==> src/rtl/uart_core.sv <==
// uart_core: full-duplex 8N1 UART with a runtime baud prescaler and 24x oversampling.
// TX and RX share one baud tick but are otherwise independent.
module uart_core #(
    parameter int OVERSAMPLE = 24
) (
    input  logic       clk,
    input  logic       rstb,
    input  logic [7:0] baudrate_cfg,
    input  logic       rx,
    output logic       tx,
    input  logic       tx_valid,
    input  logic [7:0] tx_data,
    output logic       tx_busy,
    output logic       rx_valid,
    output logic [7:0] rx_data
);
    localparam int TW = $clog2(OVERSAMPLE);
    localparam logic [TW-1:0] LAST = TW'(OVERSAMPLE - 1);
    localparam logic [TW-1:0] MID = TW'(OVERSAMPLE / 2 - 1);

    typedef enum logic [1:0] {TX_IDLE, TX_START, TX_DATA, TX_STOP} tx_state_e;
    typedef enum logic [2:0] {RX_IDLE, RX_START, RX_DATA, RX_STOP, RX_WAIT} rx_state_e;

    logic [7:0] cnt_q, cnt_d;
    logic tick;
    tx_state_e tx_state_q, tx_state_d;
    logic [TW-1:0] tx_tcnt_q, tx_tcnt_d;
    logic [2:0] tx_bit_q, tx_bit_d;
    logic [7:0] tx_shift_q, tx_shift_d;
    logic tx_q, tx_d, tx_busy_q, tx_busy_d;
    logic rx_s1_q, rx_s2_q;
    rx_state_e rx_state_q, rx_state_d;
    logic [TW-1:0] rx_tcnt_q, rx_tcnt_d;
    logic [2:0] rx_bit_q, rx_bit_d;
    logic [7:0] rx_shift_q, rx_shift_d, rx_data_q, rx_data_d;
    logic rx_valid_q, rx_valid_d;

    // A lowered cfg leaves the count above it; wrap silently without a tick.
    assign tick = (cnt_q == baudrate_cfg);
    assign cnt_d = (cnt_q >= baudrate_cfg) ? 8'd0 : cnt_q + 8'd1;

    always_comb begin
        tx_state_d = tx_state_q;
        tx_tcnt_d = tx_tcnt_q;
        tx_bit_d = tx_bit_q;
        tx_shift_d = tx_shift_q;
        tx_d = tx_q;
        tx_busy_d = tx_busy_q;
        if (tx_state_q == TX_IDLE) begin
            if (tx_valid && !tx_busy_q) begin
                tx_state_d = TX_START;
                tx_shift_d = tx_data;
                tx_busy_d = 1'b1;
                tx_tcnt_d = '0;
                tx_bit_d = '0;
            end
        end else if (tick) begin
            tx_tcnt_d = (tx_tcnt_q == LAST) ? '0 : tx_tcnt_q + 1'b1;
            // Each bit is launched on its first tick and held for the full bit time.
            if (tx_tcnt_q == '0)
                tx_d = (tx_state_q == TX_START) ? 1'b0 : (tx_state_q == TX_DATA) ? tx_shift_q[tx_bit_q] : 1'b1;
            if (tx_tcnt_q == LAST) begin
                tx_state_d = (tx_state_q == TX_STOP) ? TX_IDLE : (tx_state_q == TX_DATA && tx_bit_q == 3'd7) ? TX_STOP : TX_DATA;
                tx_bit_d = (tx_state_q == TX_DATA) ? tx_bit_q + 3'd1 : tx_bit_q;
                tx_busy_d = (tx_state_q != TX_STOP);
            end
        end
    end

    always_comb begin
        rx_state_d = rx_state_q;
        rx_tcnt_d = rx_tcnt_q;
        rx_bit_d = rx_bit_q;
        rx_shift_d = rx_shift_q;
        rx_data_d = rx_data_q;
        rx_valid_d = 1'b0;
        if (rx_state_q == RX_IDLE) begin
            if (tick && !rx_s2_q) begin
                rx_state_d = RX_START;
                rx_tcnt_d = '0;
                rx_bit_d = '0;
            end
        end else if (rx_state_q == RX_WAIT) begin
            if (rx_s2_q)
                rx_state_d = RX_IDLE;
        end else if (tick) begin
            rx_tcnt_d = rx_tcnt_q + 1'b1;
            if (rx_state_q == RX_START && rx_tcnt_q == MID) begin
                rx_state_d = rx_s2_q ? RX_IDLE : RX_DATA;
                rx_tcnt_d = '0;
            end else if (rx_state_q != RX_START && rx_tcnt_q == LAST) begin
                rx_tcnt_d = '0;
                if (rx_state_q == RX_DATA) begin
                    rx_shift_d = {rx_s2_q, rx_shift_q[7:1]};
                    rx_bit_d = rx_bit_q + 3'd1;
                    rx_state_d = (rx_bit_q == 3'd7) ? RX_STOP : RX_DATA;
                end else begin
                    rx_state_d = rx_s2_q ? RX_IDLE : RX_WAIT;
                    rx_valid_d = rx_s2_q;
                    rx_data_d = rx_s2_q ? rx_shift_q : rx_data_q;
                end
            end
        end
    end

    always_ff @(posedge clk or negedge rstb) begin
        if (!rstb) begin
            cnt_q <= '0;
            tx_state_q <= TX_IDLE;
            tx_tcnt_q <= '0;
            tx_bit_q <= '0;
            tx_shift_q <= '0;
            tx_q <= 1'b1;
            tx_busy_q <= 1'b0;
            rx_s1_q <= 1'b1;
            rx_s2_q <= 1'b1;
            rx_state_q <= RX_IDLE;
            rx_tcnt_q <= '0;
            rx_bit_q <= '0;
            rx_shift_q <= '0;
            rx_data_q <= '0;
            rx_valid_q <= 1'b0;
        end else begin
            cnt_q <= cnt_d;
            tx_state_q <= tx_state_d;
            tx_tcnt_q <= tx_tcnt_d;
            tx_bit_q <= tx_bit_d;
            tx_shift_q <= tx_shift_d;
            tx_q <= tx_d;
            tx_busy_q <= tx_busy_d;
            rx_s1_q <= rx;
            rx_s2_q <= rx_s1_q;
            rx_state_q <= rx_state_d;
            rx_tcnt_q <= rx_tcnt_d;
            rx_bit_q <= rx_bit_d;
            rx_shift_q <= rx_shift_d;
            rx_data_q <= rx_data_d;
            rx_valid_q <= rx_valid_d;
        end
    end

    assign tx = tx_q;
    assign tx_busy = tx_busy_q;
    assign rx_valid = rx_valid_q;
    assign rx_data = rx_data_q;
endmodule

==> config.mk <==
export PLATFORM = sky130hd
export DESIGN_NAME = uart_core
export DESIGN_NICKNAME = d
export VERILOG_FILES = /design/src/rtl/uart_core.sv
export SDC_FILE = /design/constraint.sdc
export NUM_CORES = 1
export LEC_CHECK = 0
export ABC_AREA = 1
export CAP_MARGIN = 30
export CORE_MARGIN = 5
export CORE_UTILIZATION = 50
export DETAILED_ROUTE_END_ITERATION = 8
export PLACE_DENSITY = 0.72
export SLEW_MARGIN = 20
export SYNTH_ARGS = -nofsm -noshare
export SYNTH_HDL_FRONTEND = slang
export SYNTH_SLANG_ARGS = --single-unit
==> constraint.sdc <==
create_clock -name clk -period 2.3 [get_ports clk]
set_input_delay 0.23 -clock clk [delete_from_list [all_inputs] [get_ports clk]]
set_output_delay 0.23 -clock clk [all_outputs]
set_load 0.02 [all_outputs]
==> results.py, run 1 <==
metrics = {
    "run_status": {
        "outcome": "completed",
    },
    "drt": {
        "met3RoutedLength_um": 293,
        "wirelength_met1_mm": 2.53,
        "ant_nets": 0,
        "top_layer": "met4",
        "via_per_inst": 5.07,
        "routedWlPerCell_um": 12.2,
        "met2WireLength_mm": 2.81,
        "vias": 2381,
        "drt_first_iter_violations": 89,
        "dr.pass1.iters": 4,
        "drc": 0,
        "wirelength_mm": 5.73,
    },
    "clocking": {
        "path_clk_slew_ps": 60,
        "clock_latency_ps": 340,
        "cts_resized": 0,
        "cts_root_buffer": "clkbuf_8",
        "postCtsSetupRepairBufs": 0,
        "cts_max_path_buffers": 2,
        "cts_tree": "yes",
        "clkSinkCount": 58,
        "htreeDepth": 3,
        "cts_made_buffers": 9,
        "ctsHoldBuffers": 1,
    },
    "sta": {
        "tightest_slew_ps": 678,
        "slew_viol_final": 0,
        "rsz0062_at_grt": "false",
        "hold_viol": 0,
        "setup_viol": 0,
        "min_period_over_period_pct": 83.3,
        "tns_ps": 0,
        "final.setup_skew_ps": 8.65,
        "fmax_mhz": 522,
        "relSlewSlack_pct": 54.8,
        "min_period_ps": 1920,
    },
    "logic_synthesis": {
        "syn_nets": 391,
        "ys_seq_area_share_pct": 47.8,
        "yosysWarnings": 0,
        "synth.top_cell.area_share_pct": 45.2,
        "synthFlopType": "dfrtp_1",
        "yosysTopAreaCell": "dfrtp_1",
        "syn_inst": 350,
        "synth_edf_count": 0,
        "syn-cell-area_mm2": 0.00305,
        "yosys-top-cells-area": "dfrtp_1 45%, nand2_1 11%, ha_1 8.6%, nand3_1 5.1%, inv_1 4.1%",
        "netlist-cell-type-count": 28,
        "async_flop_share_pct": 100,
        "avgSynthCellArea_um2": 8.70,
        "ys_ff_latch": 58,
    },
    "floorplan": {
        "die_width_um": 88.1,
        "core_mm2": 0.00592,
        "rows": 28,
        "die_y_um": 88.1,
        "start_util_pct": 51.5,
        "die_area_mm2": 0.00775,
        "ios": 31,
    },
    "global_route": {
        "grt_pass1_wl_mm": 10.3,
        "grt.total_usage_pct": 17.2,
        "grt_pass1_vias": 2392,
        "antenna_found_initial": 0,
        "overflow": 0,
        "grt_max_degree": 31,
    },
    "critical_path": {
        "worstSetupEndpointType": "register",
        "crit_chain": "inv_1, ha_1, inv_2, nor2_1, nand2_1, nand2_2, nand2_2, nand2_1, o21ai_0",
        "path_max_fanout": 11,
        "reg2reg_slack_ps": 380,
        "critical-path-top-delay-family": "simple AND/OR/NAND/NOR gates",
        "critPathKind": "register to register",
        "cp.depth": 9,
        "cpMaxStageDelayCell": "dfrtp_1",
        "r2r_cells": 9,
        "critPathBufInv": 2,
        "critPathLaunchType": "register",
        "max_stage_delay_ps": 430,
        "critPathArrivalTime_ps": 2130,
        "crit_end": "tx_state_q[0]",
        "crit_path_start": "tx_state_q[0]",
        "r2r_start": "tx_state_q[0]",
        "r2r-end": "tx_state_q[0]",
        "critPathRequiredTime_ps": 2520,
    },
    "placement": {
        "numPlacedInstances": 453,
        "numPortBuffers": 30,
        "dp_hpwl_mm": 4.29,
        "place.gp.congestion": 0.842,
    },
    "cells_and_area": {
        "drive_gt1_share_pct": 13.2,
        "fin_nets": 431,
        "area_growth_pct": 18.4,
        "fin_cells": 470,
        "diodes": 0,
        "num-fill-cells": 529,
    },
    "power": {
        "ir_worst_vdd_mv": 0.518,
        "p_leak_nw": 1.81,
        "p_per_area_mw_per_mm2": 930,
        "total_power_mw": 3.36,
    },
    "flow_run": {
        "cap_violations": 0,
    },
    "worst_hold_path": {
        "hold_class": "primary input to register",
    },
}
layer usage:
layer / track usage (%) / vias to the layer above
li1: - / 1210
met1: 19.9 / 1109
met5: 0 / -
met3: 6.21 / 11
met4: 7.28 / 0
met2: 28.9 / 51
final cells by class:
type	instances	area, um^2	area share (%)
sequential	58	1460	40.3
multi-input combinational	249	1410	39.2
timing repair buffer	32	325	9.02
clock buffer	16	170	4.72
inverter	40	150	4.16
tap	75	93.8	2.60
layout by cell type (no fill, tap or decap), types with 3 or more instances in the layout:
| master | count |
|---|---|
| clkdlybuf4s50_1 | 29 |
| nor3_1 | 3 |
| clkbuf_1 | 5 |
| nand2_1 | 88 |
| o21ai_2 | 4 |
| inv_2 | 7 |
| nor2_1 | 27 |
| dfrtp_1 | 55 |
| nor2_2 | 3 |
| o21ai_0 | 18 |
| ha_1 | 21 |
| clkbuf_8 | 11 |
| nand2_2 | 9 |
| dfstp_2 | 3 |
| xor2_1 | 8 |
| inv_1 | 33 |
| o21ai_1 | 4 |
| a21oi_1 | 11 |
| nand3_1 | 31 |
| mux2_2 | 8 |
sequential cells by signal, indices dropped and copies added (netlist names):
name        count
cnt_q           8
rx_data         8
tx_bit_q        3
rx_tcnt_q       5
rx_s2_q         1
rx_s1_q         1
rx_bit_q        3
tx_shift_q      8
rx_state_q      3
tx_busy         1
rx_shift_q      8
tx_tcnt_q       5
tx_state_q      2
tx              1
rx_valid        1
synthesized netlist by cell type (all sizes together), types with 3 or more instances:
cell,count
dfstp,3
a21oi,11
buf,3
nand2,97
nor2,31
mux2,8
nor3,4
o21ai,26
inv,40
ha,21
nand3,32
xor2,8
dfrtp,55
worst reg2reg max path: stages (launching register included):
cell	delay [ps]
dfrtp_1	430
inv_1	110
ha_1	240
inv_2	120
nor2_1	100
nand2_1	280
nand2_2	270
nand2_2	100
nand2_1	60
o21ai_0	80
report_power, final:
part / internal (mW) / leakage, nW / switching (mW)
sequential: 1.25 / 0.747 / 0.214
clock: 0.452 / 0.0850 / 0.375
combinational: 0.453 / 0.980 / 0.613
total: 2.15 / 1.81 / 1.20
how the worst min path moves through the flow:
stage                  end  cells past startpoint  from  slack, ps
6_report           rx_s1_q                      1    rx        310
5_1_grt            rx_s1_q                      1    rx        300
4_1_cts            rx_s1_q                      1    rx        290
3_5_place_dp   rx_bit_q[1]                      1  rstb        310
3_3_place_gp   rx_bit_q[1]                      1  rstb        310
2_1_floorplan     cnt_q[0]                      0  rstb        -70
metrics by stage:
step                instance area [um^2]  worst slack (ps)  hold slack (ps)  util [%]
floorplan                           3050               621            -65.6         -
detailed placement                  3430               131              307      57.9
global placement                    3430               200              309      57.9
CTS                                 3610               361              293      60.9
global route                        3610               142              296      60.9
finish                              3610               384              313      60.9
logic make-up (layout without fill, tap and decap cells):
| group | count (synthesis) | in the layout | share of synthesized area, % |
|---|---|---|---|
| AO/OA/AOI/OAI | 40 | 40 | 7.19 |
| XOR/XNOR | 10 | 10 | 2.87 |
| adder cells (fa/ha/maj) | 21 | 21 | 8.62 |
| buffers and inverters | 43 | 88 | 5.83 |
| flip-flops | 58 | 58 | 47.8 |
| multiplexers | 8 | 8 | 2.96 |
| AND/OR/NAND/NOR | 170 | 170 | 24.8 |
(Power assumes the default switching activity.)
==> run 2, diff against run 1 <==
PLACE_DENSITY = 0.74   (was 0.72)
clock period = 1.7 ns   (was 2.3 ns; I/O delays follow)
==> run 2 against run 1 <==
Effect of this change:
- clock power increased by 56%
- hold slack got worse by 75 ps
- total power up 56%
- maximum frequency is 14% higher
- count of clock-buffer cells in the layout shrank 3
==> results.py, run 2 (synthesis gave the netlist of run 1 again) <==
metrics = {
    "floorplan": {
        "core_mm2": 0.00592,
        "die_area_mm2": 0.00775,
        "rows": 28,
        "die_y_um": 88.1,
        "start_util_pct": 51.5,
        "ios": 31,
        "die_width_um": 88.1,
    },
    "worst_hold_path": {
        "whs_endpoint": "rx_s1_q",
        "hold_class": "primary input to register",
        "holdCritStartpoint": "rx",
        "hold_depth": 1,
    },
    "critical_path": {
        "r2r_start": "cnt_q[5]",
        "critPathLaunchType": "register",
        "critPathRequiredTime_ps": 1980,
        "r2r_cells": 8,
        "critical-path-top-delay-family": "simple AND/OR/NAND/NOR gates",
        "r2r-end": "rx_state_q[1]",
        "reg2reg_slack_ps": 20,
        "crit_chain": "ha_4, nand2_2, nor2_4, nand3_2, a21oi_2, buf_4, nand3_1, nand2_1",
        "critPathArrivalTime_ps": 1950,
        "path_max_fanout": 3,
        "worstSetupEndpointType": "register",
        "critPathBufInv": 1,
        "max_stage_delay_ps": 420,
        "cpMaxStageDelayCell": "dfrtp_1",
        "critPathKind": "register to register",
    },
    "sta": {
        "final.setup_skew_ps": 14.0,
        "final.setup.worst_slack_ps": 20.5,
        "slew_viol_final": 0,
        "fmax_mhz": 595,
        "setup_viol": 0,
        "hold_ws_ps": 238,
        "tightest_slew_ps": 357,
        "rsz0062_at_grt": "true",
        "min_period_ps": 1680,
        "relSlewSlack_pct": 76.1,
        "min_period_over_period_pct": 98.8,
        "hold_viol": 0,
    },
    "global_route": {
        "antenna_found_initial": 0,
        "grt_pass1_vias": 2474,
        "overflow": 0,
        "grt_pass1_wl_mm": 10.7,
        "grt_max_degree": 59,
        "grt.total_usage_pct": 17.8,
    },
    "power": {
        "p_leak_nw": 2.01,
        "p_per_area_mw_per_mm2": 1310,
        "ir_worst_vdd_mv": 0.773,
        "total_power_mw": 5.22,
    },
    "drt": {
        "routedWlPerCell_um": 12.7,
        "vias": 2518,
        "drt_first_iter_violations": 155,
        "ant_nets": 0,
        "via_per_inst": 5.08,
        "wirelength_mm": 6.32,
        "dr.pass1.iters": 4,
        "met2WireLength_mm": 3.02,
        "drc": 0,
        "wirelength_met1_mm": 2.88,
        "met3RoutedLength_um": 274,
        "top_layer": "met4",
    },
    "clocking": {
        "cts_root_buffer": "clkbuf_8",
        "cts_made_buffers": 9,
        "htreeDepth": 3,
        "cts_max_path_buffers": 2,
        "clkSinkCount": 58,
        "path_clk_slew_ps": 70,
        "cts_tree": "yes",
        "clock_latency_ps": 340,
    },
    "cells_and_area": {
        "mostFrequentLayoutCells": "80 x nand2_1, 55 x dfrtp_1, 32 x inv_1",
        "multi_input_area_mm2": 0.00156,
        "final_cell_area_mm2": 0.00399,
        "diodes": 0,
        "final_common_cell": "nand2_1",
        "fin_nets": 457,
        "drive_gt1_share_pct": 23.5,
        "area_growth_pct": 31.0,
        "num-fill-cells": 482,
        "seqCellArea_mm2": 0.00146,
        "postLayoutCoreUtil_pct": 67.4,
    },
    "flow_run": {
        "cap_violations": 0,
    },
    "run_status": {
        "outcome": "completed",
    },
    "placement": {
        "dp_hpwl_mm": 4.36,
        "numPortBuffers": 30,
        "placed_cell_area_mm2": 0.00360,
        "place.gp.congestion": 0.909,
        "pre_cts_ws_ps": -377,
    },
}
==> run 2: changes by cell type in the layout (fill, tap and decap cells not counted), moves of 3 or more <==
| cell | previous run | this run |
|---|---|---|
| ha_1 | 21 | 18 |
| clkbuf_1 | 5 | 2 |
| buf_4 | 0 | 24 |
| nand3_1 | 31 | 28 |
| nand2_1 | 88 | 80 |
| ha_4 | 0 | 3 |
| nand2_4 | 0 | 5 |
==> run 2: cell type report <==
type / count / area share (%)
repair buffers: 58 / 13.2
clock inverters: 3 / 1.00
inverters: 40 / 3.89
multi-input cells: 249 / 39.1
clock buffers: 13 / 3.98
flip-flops and latches: 58 / 36.5
well taps: 75 / 2.35
==> run 2: report_power, final <==
group | switching, mW | leakage (nW) | internal, mW
registers | 0.237 | 0.747 | 1.69
logic | 1.09 | 1.16 | 0.922
clock network | 0.537 | 0.103 | 0.753
total | 1.86 | 2.01 | 3.36
==> run 2: how the worst max path moves through the flow <==
stage	startpoint	to	slack (ps)	cells after the start
CTS	cnt_q[3]	rx_state_q[1]	3	8
global route	cnt_q[5]	rx_data[7]	-60	10
detailed placement	baudrate_cfg[3]	rx_data[2]	-380	12
global placement	baudrate_cfg[3]	rx_data[4]	-300	12
finish	cnt_q[5]	rx_state_q[1]	20	8
floorplan	cnt_q[3]	rx_data[6]	20	11
==> run 2: routing by layer <==
metal	vias to the layer above	global-route usage, %
li1	1266	-
met1	1186	22.3
met2	52	29.4
met3	14	3.86
met4	0	8.24
met5	-	0
==> run 2: stage by stage <==
| step | instances | TNS [ps] |
|---|---|---|
| 6_report | 496 | 0 |
| 3_5_place_dp | 476 | -13040 |
| 2_1_floorplan | 350 | 0 |
| 3_3_place_gp | 476 | -10580 |
| 4_1_cts | 493 | 0 |
| 5_1_grt | 496 | -611 |
==> run 2: timing repair <==
item | CTS | global route
resized for setup | 4 | 31
hold buffers | 1 | 0
setup endpoints to repair | 30 | 39
buffers inserted | 0 | 3
hold endpoints to repair | 55 | 0
pin swaps | 0 | 5
==> variant 1: new RTL, flow settings as in run 1 <==
`OVERSAMPLE`: 24 -> 48.
--- a/src/rtl/uart_core.sv
+++ b/src/rtl/uart_core.sv
@@ -3,3 +3,3 @@
 module uart_core #(
-    parameter int OVERSAMPLE = 24
+    parameter int OVERSAMPLE = 48
 ) (
Behaviour: same outputs for any inputs over 10 cycles, from zero or initial values and one cycle with rstb low; that may be too few to reach the edited logic, so the function may still have changed.
==> variant 1 against run 1 <==
Total power fell by 17%. Sequential cell count rose by 2. Count of clock-buffer cells in the layout fell by 3. Critical endpoint is now rx_data[1]. Routed wire length rose by 0.26%. Die area rose by 2.5%. Worst setup slack got worse by 98 ps. Largest power group unchanged. Synthesized area rose by 2.8%. Clock power fell by 2%. Cell area rose by 3.6%.
==> variant 1: results (changes against run 1) <==
** Critical path
- Arrival @ worst endpoint :: 2230 ps (+100 ps)
- The reg2reg setup slack is 290 ps (-100 ps).
- Worst-case reg-to-reg path depth :: 8 (-1)
- Critical register-to-register path endpoint :: rx_data[1]
- Maximum fanout count along the critical path :: 9 (-2)
- The worst register-to-register path begins at cnt_q[3].

** Finish
- Layout Cells excl Fill :: 489 (+4.0%)
- Fraction of final layout cells with drive strength greater than 1 :: 9.90% (-3.3 points)
- Number of inverters outside the clock class in the layout :: 41 (+2.5%)
- The number of signal-net buffers in the layout was 36 (+13%).
- Footprint of the multi-input gates :: 0.00146 sq mm (+3.5%)
- Multi-In Gates :: 262 (+5.2%)
- Nets :: 451 (+4.6%)
- Non-clock buffer share :: 9.50% (+0.49 points)
- Seq area share :: 40.2% (-0.079 points)
- Layout clock buffer count :: 13 (-3)
- The number of sequential cells in the layout was 60 (+3.4%).

** Yosys
- Most instantiated cells after synthesis :: 93 x nand2_1, 57 x dfrtp_1, 43 x nand3_1, 40 x inv_1, 30 x nor2_1
- Register area share after synthesis :: 48.1% (+0.30 points)
- The post-synthesis cell count was 365 (+4.3%).
- Post-synthesis adder-cell area fraction :: 8.39% (-0.23 points)
- Share of the synthesized area in compound gates (AO/OA/AOI/OAI) :: 5.91% (-1.3 points)
- Largest cells by area after synthesis :: dfrtp_1 46%, nand2_1 11%, ha_1 8.4%
- Share of the synthesized netlist area taken by xor and xnor gates :: 3.08% (+0.20 points)

** Power and ir drop
- Power dissipated in sequential cells :: 1.31 mW (-10%)
- Maximum ir drop on the vdd rail :: 0.000488 V (-5.9%)
- PD cells :: 749 mW/mm^2 (-19%)
- Internal Power :: 1.89 mW (-12%)

** Routing
- First-pass iteration count of the detailed router :: 5 (+1)
- Routed wire per std cell :: 11.8 um (-3.6%)
- The number of violations reported at the end of detailed-routing iteration 0 was 121 (+36%).
- WL met3 :: 257 um (-12%)
- Vias/cell :: 5.02 (-0.98%)

** Global routing
- The first-pass GRT wire length is 10500 um (+2.5%).
- The number of global-route vias before repair is 2437 (+1.9%).
- All-Layer GR Usage :: 17.0% (-0.19 points)
- Met3 Resource Use GR :: 3.41% (-2.8 points)
- The largest net degree at the start of global routing came to 52 (+68%).

** Place
- The global placer's final weighted congestion was 0.829 (-1.5%).

** Timing
- The actual transition at the worst max-transition pin came to 403 ps (-275 ps).
- Setup clock skew after layout :: 6.68 ps (-1.97 ps)

** Worst hold path
- HP Class :: input port to asynchronous set/reset pin

** Run status
- Status :: completed
-- variant 1: worst min-delay path by stage --
stage	end	slack [ps]	cells after the start
6_report	rx_tcnt_q[5]	300	2
5_1_grt	rx_s1_q	300	1
4_1_cts	rx_tcnt_q[5]	290	2
3_5_place_dp	rx_tcnt_q[5]	110	1
3_3_place_gp	rx_tcnt_q[5]	110	1
2_1_floorplan	cnt_q[0]	-70	0
-- variant 1: metrics by stage --
stage | hold slack, ps | setup TNS [ps] | cell area, sq um | setup slack, ps
after floorplan | -65.6 | 0 | 3130 | 542
after global placement | 113 | 0 | 3560 | 50.6
after detailed placement | 111 | -0.834 | 3560 | -0.834
after CTS | 289 | 0 | 3740 | 274
after global routing | 303 | 0 | 3740 | 110
final | 297 | 0 | 3740 | 285
-- variant 1: repair_timing --
item | CTS | global route
hold endpoints to repair | 9 | 0
resized for setup | 0 | 0
setup buffers | 0 | 0
hold buffers | 1 | 0
==> variant 2: new RTL, config.mk and constraints of run 1 <==
Made on the original files. `tx_shift_q`, `rx_shift_q` and `rx_data_q` no longer have a reset.
--- a/src/rtl/uart_core.sv
+++ b/src/rtl/uart_core.sv
@@ -111,3 +111,2 @@
             tx_bit_q <= '0;
-            tx_shift_q <= '0;
             tx_q <= 1'b1;
@@ -119,4 +118,2 @@
             rx_bit_q <= '0;
-            rx_shift_q <= '0;
-            rx_data_q <= '0;
             rx_valid_q <= 1'b0;
@@ -127,3 +124,2 @@
             tx_bit_q <= tx_bit_d;
-            tx_shift_q <= tx_shift_d;
             tx_q <= tx_d;
@@ -135,6 +131,10 @@
             rx_bit_q <= rx_bit_d;
-            rx_shift_q <= rx_shift_d;
-            rx_data_q <= rx_data_d;
             rx_valid_q <= rx_valid_d;
         end
+    end
+
+    always_ff @(posedge clk) begin
+        tx_shift_q <= tx_shift_d;
+        rx_shift_q <= rx_shift_d;
+        rx_data_q  <= rx_data_d;
     end
Behaviour: no difference found for any inputs over 10 cycles, from zero or initial values and one cycle with rstb low; that may be too few to reach the edited logic, so the function may still have changed.
==> variant 2 against run 1 <==
Synthesized area is 3.5% lower. Total power increased by 7.3%. Utilization up 0.78 points. Die area is 3.1% lower. Sequential cell count unchanged. First-iteration DRC count is 24% lower. Via count fell by 15%. Routed wire length decreased by 13%. Worst setup slack got worse by 22 ps. Cell area is 0.52% lower. Critical endpoint is now rx_data[3].
==> variant 2: results (changes against run 1) <==
** Run status
- The run finished with clean final reports.

** Yosys
- In the synthesized netlist, the cells that appear most often are 61 x nand2_1, 35 x inv_1, 31 x dfrtp_1, 26 x nor2_1.
- EDFF count, synth :: 24 (+24)
- Register area share after synthesis :: 53.6% (+5.8 points)
- In the post-synthesis netlist, the biggest area contributors are dfrtp_1 26%, edfxtp_1 25%, ha_1 8.9%.
- Count of different cell masters after synthesis :: 30 (+7.1%)
- The number of nets produced by synthesis is 337 (-14%).
- The number of warnings printed during yosys synthesis is 0 (unchanged).
- Syn_area_per_cell :: 9.93 sq um (+14%)
- The share of flip-flops with an asynchronous set or reset after synthesis is 58.6% (-41 points).
- Flip-flop cell with the highest count after synthesis :: dfrtp_1

** Global routing
- The number of global-route vias before repair was 1951 (-18%).
- The first-pass GRT wire length is 8720 um (-15%).
- The number of antenna violations at the first check in global routing came to 0 (unchanged).
- All-Layer GR Usage :: 15.1% (-2.1 points)
- The largest net degree at the start of global routing came to 35 (+13%).

** Clock tree
- Clock input transition at the sequential cells of the worst setup and hold paths :: 60 ps (about the same)
- Clock tree buffer depth :: 2 (unchanged)
- The number of buffers added by the clock tree synthesis step is 9 (unchanged).
- The number of instances resized during post-cts repair is 0 (unchanged).
- The depth of the CTS H-tree is 3 (unchanged).
- Clock insertion delay at the later pin of the skew report :: 320 ps (-20 ps)
- Buffers inserted during post-CTS setup optimization :: 0 (unchanged)
- The root buffer cell chosen for the clock tree is clkbuf_8.

** Place
- The global placer's final weighted congestion came to 0.827 (-1.7%).
- The final HPWL from detailed placement is 3730 um (-13%).
- The total placed cells including tap cells was 403 (-11%).
- The number of buffers added on ports came to 30 (unchanged).

** Routing
- The number of violations reported at the end of detailed-routing iteration 0 was 68 (-24%).
- Vias/cell :: 4.83 (-4.6%)
- The number of iterations in the first detailed-routing pass is 4 (unchanged).
- The routed wire length per instance came to 11.9 um (-2.7%).

** Critical path
- Arrival @ worst endpoint :: 1970 ps (-160 ps)
- Slowest stage delay, CP :: 420 ps
- Largest delay share family, worst path :: simple AND/OR/NAND/NOR gates
- Among all stages on the critical path, the largest delay is contributed by dfrtp_1.
- Maximum fanout count along the critical path :: 8 (-3)

** Finish
- The number of non-filler instances in the completed layout is 419 (-11%).
- Ant diodes :: 0 (unchanged)
- The final layout net count came to 380 (-12%).
- The fraction of final layout cells sized beyond drive strength 1 is 14.5% (+1.4 points).

** Timing
- The actual transition at the worst max-transition pin is 438 ps (-239 ps).
- Setup clock skew after layout :: 6.46 ps (-2.19 ps)

** Floorplanning
- The die extent in x came to 86.7 um (-1.6%).

** Power and ir drop
- The worst IR drop on VDD was 0.000491 V (-5.3%).
- The leakage power figure was 1.67 nW (-8.0%).

** Worst hold path
- HP Class :: input port to asynchronous set/reset pin
## variant 2: cell types whose count changed in the layout (fill, tap and decap cells not counted), sizes merged, moves of 4 or more
cell / change
a21oi: -5
clkbuf: -6
dfrtp: -24
edfxtp: +24
mux2: -8
nand2: -25
nand3: -4
o21ai: -9
## variant 2: path summary, 6_finish.rpt
path                       cells past startpoint  startpoint         end  slack [ps]
max reg2reg                                    8    cnt_q[3]  rx_data[3]         360
max                                            8    cnt_q[3]  rx_data[3]         360
min reg2reg                                    0     rx_s1_q     rx_s2_q         360
max in group asynchronous                      2        rstb          tx        1640
min in group clk                               1          rx     rx_s1_q         320
min                                            2        rstb    cnt_q[6]         320
## variant 2: metrics by stage
step	setup slack (ps)	utilization [%]	power (mW)	cell area, sq um	hold slack, ps
after detailed placement	83.6	57.6	2.50	3350	349
after global routing	206	61.7	3.87	3590	319
after CTS	359	61.7	3.64	3590	306
after global placement	127	57.6	2.47	3350	346
after floorplan	123	-	2.22	2940	-65.6
final	362	61.7	3.60	3590	320
## variant 2: layout make-up
class / count / area, sq um
clock buffer: 10 / 138
clock inverter: 6 / 104
fill: 507 / 2230
inverter: 39 / 151
multi-input combinational: 199 / 1210
sequential: 58 / 1580
tap: 75 / 93.8
timing repair buffer: 32 / 315
## variant 2: cell families (layout without fill, tap and decap cells)
kind of cell / Yosys count / count (layout) / synth area share, %
buf+inv: 39 / 87 / 5.15
xor+xnor: 10 / 10 / 2.98
simple gates: 142 / 142 / 24.0
compound gates: 26 / 26 / 5.36
flops: 58 / 58 / 53.6
fa+ha+maj: 21 / 21 / 8.94
## variant 2: per-layer routing
metal | vias up | track usage [%] | wire [um]
li1 | 1060 | - | -
met2 | 44 | 25.0 | 2370
met1 | 911 | 18.9 | 2270
met4 | 0 | 6.80 | 100
met5 | - | 0 | 0
met3 | 9 | 3.42 | 229
## variant 2: worst reg2reg max path, stage by stage, from the launching register on
cell and delay (ps):
dfrtp_1 420, ha_1 320, nand2_1 100, nor2_4 170, nand2_4 100, inv_6 100
nand2_2 70, nor3_1 170, buf_4 200
## variant 2: power by group
group	total (mW)	leakage (nW)	internal, mW	switching [mW]
clock	1.12	0.124	0.742	0.381
sequential	1.44	0.661	1.25	0.182
combinational	1.04	0.883	0.398	0.642
